**config.mk**
```make
export PLATFORM = sky130hd
export DESIGN_NAME = updn_sweep_ctrl
export DESIGN_NICKNAME = d
export VERILOG_FILES = /design/src/rtl/updn_sweep_pkg.sv /design/src/rtl/updn_cnt.sv /design/src/rtl/updn_sweep_ctrl.sv
export SDC_FILE = /design/constraint.sdc
export NUM_CORES = 1
export LEC_CHECK = 0
export CAP_MARGIN = 20
export CORE_MARGIN = 2
export CORE_UTILIZATION = 54
export CTS_BUF_LIST = sky130_fd_sc_hd__clkbuf_4
export DETAILED_ROUTE_END_ITERATION = 8
export GPL_ROUTABILITY_DRIVEN = 0
export HOLD_SLACK_MARGIN = 0.02
export PLACE_DENSITY_LB_ADDON = 0.12
export SYNTH_ARGS = -nofsm -noshare
export SYNTH_HDL_FRONTEND = slang
export SYNTH_SLANG_ARGS = --single-unit
```
**constraint.sdc**
```tcl
create_clock -name clk -period 4.8 [get_ports clk]
set_input_delay 0.72 -clock clk [delete_from_list [all_inputs] [get_ports clk]]
set_output_delay 0.72 -clock clk [all_outputs]
set_load 0.1 [all_outputs]
```
**src/rtl/updn_sweep_pkg.sv**
```systemverilog
// updn_sweep_pkg: shared state encoding and default widths for the sweep controller.
package updn_sweep_pkg;
    localparam int DEF_WIDTH = 4;
    localparam int DEF_CW = 8;
    typedef enum logic [2:0] {IDLE, UP, DWELL_HI, DOWN, DWELL_LO, DONE} state_t;
endpackage

```
**src/rtl/updn_cnt.sv**
```systemverilog
// updn_cnt: up/down counter with synchronous load; holds when not enabled.
module updn_cnt import updn_sweep_pkg::*; #(
    parameter int WIDTH = DEF_WIDTH
) (
    input  logic             clk,
    input  logic             rst,
    input  logic             load_i,
    input  logic [WIDTH-1:0] lo_i,
    input  logic             en_i,
    input  logic             up_i,
    output logic [WIDTH-1:0] q_o
);
    always_ff @(posedge clk or posedge rst) begin
        if (rst) q_o <= '0;
        else if (load_i) q_o <= lo_i;
        else if (en_i) q_o <= up_i ? q_o + WIDTH'(1) : q_o - WIDTH'(1);
    end
endmodule

```
**src/rtl/updn_sweep_ctrl.sv**
```systemverilog
// updn_sweep_ctrl: sequences updn_cnt through n triangle sweeps lo->hi->lo with
// programmable dwell at each peak, using configuration latched at start.
module updn_sweep_ctrl import updn_sweep_pkg::*; #(
    parameter int WIDTH = DEF_WIDTH,
    parameter int CW = DEF_CW
) (
    input  logic             clk,
    input  logic             rst,
    input  logic             start,
    input  logic             abort,
    input  logic [WIDTH-1:0] lo,
    input  logic [WIDTH-1:0] hi,
    input  logic [CW-1:0]    dwell,
    input  logic [CW-1:0]    n_sweeps,
    output logic [WIDTH-1:0] q,
    output logic             dir,
    output logic             busy,
    output logic             done,
    output logic             err,
    output logic [CW-1:0]    sweep_cnt
);
    state_t state_q, state_d;
    logic [WIDTH-1:0] lo_q, lo_d, hi_q, hi_d, q_inc, q_dec;
    logic [CW-1:0] dwell_q, dwell_d, n_q, n_d, timer_q, timer_d, cnt_q, cnt_d, cnt_inc;
    logic dir_q, busy_q, done_q, err_q, err_d;
    logic load, en, up, at_lo, at_hi;
    updn_cnt #(.WIDTH(WIDTH)) u_cnt (
        .clk(clk), .rst(rst), .load_i(load), .lo_i(lo), .en_i(en), .up_i(up), .q_o(q)
    );
    assign q_inc = q + WIDTH'(1);
    assign q_dec = q - WIDTH'(1);
    assign cnt_inc = cnt_q + CW'(1);
    always_comb begin
        state_d = state_q;
        lo_d = lo_q;
        hi_d = hi_q;
        dwell_d = dwell_q;
        n_d = n_q;
        timer_d = timer_q;
        cnt_d = cnt_q;
        err_d = 1'b0;
        load = 1'b0;
        en = 1'b0;
        up = 1'b0;
        at_lo = 1'b0;
        at_hi = 1'b0;
        case (state_q)
            IDLE: begin
                if (start && lo < hi && n_sweeps != '0) begin
                    lo_d = lo;
                    hi_d = hi;
                    dwell_d = dwell;
                    n_d = n_sweeps;
                    cnt_d = '0;
                    load = 1'b1;
                    state_d = UP;
                end else err_d = start;
            end
            UP: begin
                en = 1'b1;
                up = 1'b1;
                at_hi = q_inc == hi_q;
            end
            DWELL_HI: begin
                if (timer_q != '0) timer_d = timer_q - CW'(1);
                else begin
                    en = 1'b1;
                    state_d = DOWN;
                    at_lo = q_dec == lo_q;
                end
            end
            DOWN: begin
                en = 1'b1;
                at_lo = q_dec == lo_q;
            end
            DWELL_LO: begin
                if (timer_q != '0) timer_d = timer_q - CW'(1);
                else begin
                    en = 1'b1;
                    up = 1'b1;
                    state_d = UP;
                    at_hi = q_inc == hi_q;
                end
            end
            default: state_d = IDLE;
        endcase
        // a one-step span means the peak exit lands directly on the opposite bound
        if (at_hi) begin
            state_d = DWELL_HI;
            timer_d = dwell_q;
        end
        if (at_lo) begin
            cnt_d = cnt_inc;
            state_d = cnt_inc == n_q ? DONE : DWELL_LO;
            timer_d = dwell_q;
        end
        if (abort && busy_q) begin
            state_d = IDLE;
            en = 1'b0;
            cnt_d = cnt_q;
            timer_d = timer_q;
        end
    end
    always_ff @(posedge clk or posedge rst) begin
        if (rst) begin
            state_q <= IDLE;
            lo_q <= '0;
            hi_q <= '0;
            dwell_q <= '0;
            n_q <= '0;
            timer_q <= '0;
            cnt_q <= '0;
            dir_q <= 1'b0;
            busy_q <= 1'b0;
            done_q <= 1'b0;
            err_q <= 1'b0;
        end else begin
            state_q <= state_d;
            lo_q <= lo_d;
            hi_q <= hi_d;
            dwell_q <= dwell_d;
            n_q <= n_d;
            timer_q <= timer_d;
            cnt_q <= cnt_d;
            dir_q <= state_d == UP || state_d == DWELL_HI;
            busy_q <= state_d inside {UP, DWELL_HI, DOWN, DWELL_LO};
            done_q <= state_d == DONE;
            err_q <= err_d;
        end
    end
    assign dir = dir_q;
    assign busy = busy_q;
    assign done = done_q;
    assign err = err_q;
    assign sweep_cnt = cnt_q;
endmodule

```
==> qor.yml <==
sta:
  slew_headroom: 0.339
  tightestPinTransition_ps: 988
  fmax_ghz: 0.343
  fin_crit_sh: 0.608
  fin_tns_setup_ps: 0
  slew_viol_final: 0
  hold_violations: 0
  timing.final.ws_setup_ps: 1880
  period_minus_slack_ps: 2920
  setup_viol: 0
  rsz0062_at_grt: "no"
  final.setup_skew_ps: 13.5
clock_tree:
  cts_hold_buf: 0
  cts_tree: "yes"
  clk_pin_slew_ps: 130
  h-tree-depth: 2
  numCtsBuffers: 5
  clock_path_buffers: 2
  cts.sinks: 51
  post_cts_buffers: 0
  clock-root-buffer: "clkbuf_4"
  clock_latency_ps: 380
  cts_resized: 0
synth:
  synth.distinct_cells: 50
  synth_xor_area_frac: 0.0784
  synth_area_leaders: "dfrtp_1 (44%), mux2_2 (8.1%), xnor2_1 (4.8%)"
  yosys.area.top_type: "dfrtp_1"
  synthFlopType: "dfrtp_1"
  yosysSeqAreaShare: 0.440
  synthMuxAreaShare: 0.0884
  synth_edf_count: 0
  synth-adder-area-share: 0.0302
  synth_warnings: 0
  synth_fp_nets: 322
  synth_compound_area_frac: 0.166
  synthArstFlopShare: 1.00
  synth-simple-area-share: 0.156
  synth_area_per_cell_um2: 10.1
  ys_ff_latch: 51
  synth_top_family_by_area: "compound AO/OA/AOI/OAI gates"
  synth_top_area_frac: 0.440
  syn-cell-area_um2: 2900
  syn_inst: 287
global_route:
  antenna_found_initial: 0
  grt_pass1_vias: 2194
  grtUsageMet3: 0.0541
  grtUsageTotal: 0.213
  grt.met2_usage: 0.340
  grt-ovfl-total: 0
  grt_pass1_wl_um: 10200
  busiest_layer: "met2"
  grt_max_degree: 52
  use_met1: 0.281
flow_run:
  cap_violations: 0
final_layout:
  nets: 365
  layout_commonest_cell: "dfrtp_1"
  layout.cells.non_filler: 401
  final_cell_mix: "dfrtp_1 (51), clkdlybuf4s50_1 (43), mux2_2 (21)"
  drive_gt1_frac: 0.118
  area_growth_pct: 19.3
  antenna_cells: 0
power_and_ir_drop:
  irDropWorstVdd_mv: 0.378
  powerDensity_nw_per_um2: 568
  p_sw_w: 0.000879
  seqPwrFrac: 0.391
  combinationalPowerShare: 0.511
  static-leakage-power_nw: 1.47
  cell_internal_pwr_w: 0.00109
  p_clk_frac: 0.097
  swShare: 0.447
placed_design:
  placed_cells: 392
  hpwl_um: 4400
  place.port_buffers: 43
  post-place-ws_ps: 1550
critical_path:
  worstPathRequired_ps: 5080
  critPathMaxFanout: 24
  rrSetupSlack_ps: 2040
  r2r_end: "dir$_DFF_PP0_"
  crit_type: "in2reg"
  start_kind: "primary input"
  slowest_delay_ps: 530
  path_cells: "clkdlybuf4s50_1, inv_1, ha_1, a211oi_1, o211ai_1, buf_4, a21oi_1, a21bo_2, a21o_1"
  arrival_ps: 3190
  r2r_cells: 8
  critPathSlowestCell: "a21oi_1"
  worstSetupEndpointType: "flop"
  r2r_start: "timer_q[0]$_DFFE_PP0P_"
hold_path:
  hold_start: "dwell_q[3]$_DFFE_PP0P_"
  whs_endpoint: "dwell_q[3]$_DFFE_PP0P_"
  holdPathStages: 1
  hp-class: "reg2reg"
floorplanning:
  core-area_um2: 5140
  die_area_um2: 5980
  die-width_um: 77.3
  die_h_um: 77.3
  start_util: 0.565
  placementRows: 26
  ioPinCount: 44
drt:
  drcViolationCount: 0
  drt_wl_total_um: 5990
  routedWlPerCell_um: 14.9
  drt_iter0_drc: 101
  vias: 2237
  ant_nets: 0
  firstDrtPassIters: 5
  vias_per_cell: 5.58
run_status:
  status: "finished clean"
-- power groups by stage --
stage / logic, W / clock network [W] / registers, W
final: 0.00101 / 0.000191 / 0.000769
after global routing: 0.00109 / 0.000217 / 0.000801
after CTS: 0.00101 / 0.000200 / 0.000769
after detailed placement: 0.00101 / 0 / 0.000779
after global placement: 0.000986 / 0 / 0.000772
after floorplan: 0.000597 / 0 / 0.000956
-- routing by layer --
metal | vias up | part of all wire
li1 | 1113 | -
met5 | - | 0
met3 | 9 | 0.043
met2 | 51 | 0.48
met4 | 0 | 0.015
met1 | 1064 | 0.46
-- area by class of cell --
class,instances,area (µm²)
flip-flops and latches,51,1280
fillers,425,1680
multi-input cells,206,1510
inverters,20,75.1
repair buffers,46,465
clock buffers,6,45.0
clock inverters,2,7.51
well taps,70,87.6
-- flip-flops by register name, summed over array words and instances, names as in the netlist --
register   cells
n_q            8
state_q        3
busy           1
sweep_cnt      8
err            1
hi_q           4
u_cnt.q_o      4
dir            1
timer_q        8
dwell_q        8
done           1
lo_q           4
-- worst max-delay path, delay by kind of cell --
kind	cells	cell delay [ps]
AO/OA/AOI/OAI	5	1430
buffers and inverters	3	770
adder cells (fa/ha/maj)	1	260
-- worst max-delay path by stage --
stage	start	endpoint	slack, ps	cells past startpoint
6_report	hi[1]	sweep_cnt[6]$_DFFE_PP0P_	1880	9
5_1_grt	hi[1]	sweep_cnt[4]$_DFFE_PP0P_	1760	9
4_1_cts	u_cnt.q_o[0]$_DFFE_PP0P_	q[0]	1950	1
3_5_place_dp	hi[1]	sweep_cnt[6]$_DFFE_PP0P_	1550	9
3_3_place_gp	hi[1]	sweep_cnt[6]$_DFFE_PP0P_	1630	9
2_1_floorplan	u_cnt.q_o[0]$_DFFE_PP0P_	dir$_DFF_PP0_	1680	9
-- cells by family (layout without fill, tap and decap cells) --
family	count (synthesis)	after routing
XOR/XNOR	26	26
multiplexers	23	23
AO/OA/AOI/OAI	70	70
buffers and inverters	30	74
adder cells (fa/ha/maj)	7	7
AND/OR/NAND/NOR	80	80
flip-flops	51	51
-- metrics by stage --
step	hold WS (ps)	power, W	util	area [µm²]
finish	518	0.00197	0.674	3460
global route	531	0.00210	0.674	3460
CTS	520	0.00198	0.670	3440
detailed placement	490	0.00179	0.660	3390
global placement	494	0.00176	0.660	3390
floorplan	469	0.00155	-	2900
-- synthesized netlist by cell type (3+ instances only) --
| master | number |
|---|---|
| a21oi_1 | 15 |
| a22o_1 | 4 |
| a22oi_1 | 3 |
| a31oi_1 | 5 |
| and2_1 | 4 |
| and3_1 | 6 |
| clkbuf_1 | 8 |
| dfrtp_1 | 51 |
| ha_1 | 7 |
| inv_1 | 20 |
| mux2_2 | 21 |
| nand2_1 | 16 |
| nand2b_1 | 4 |
| nand3_1 | 8 |
| nor2_1 | 10 |
| nor2b_1 | 7 |
| nor3_1 | 7 |
| nor4_1 | 3 |
| o211ai_1 | 3 |
| o21ai_0 | 19 |
| o22ai_1 | 3 |
| o2bb2ai_1 | 3 |
| or3_1 | 3 |
| xnor2_1 | 16 |
| xor2_1 | 10 |
No activity file was read; power rests on OpenSTA's default activity.
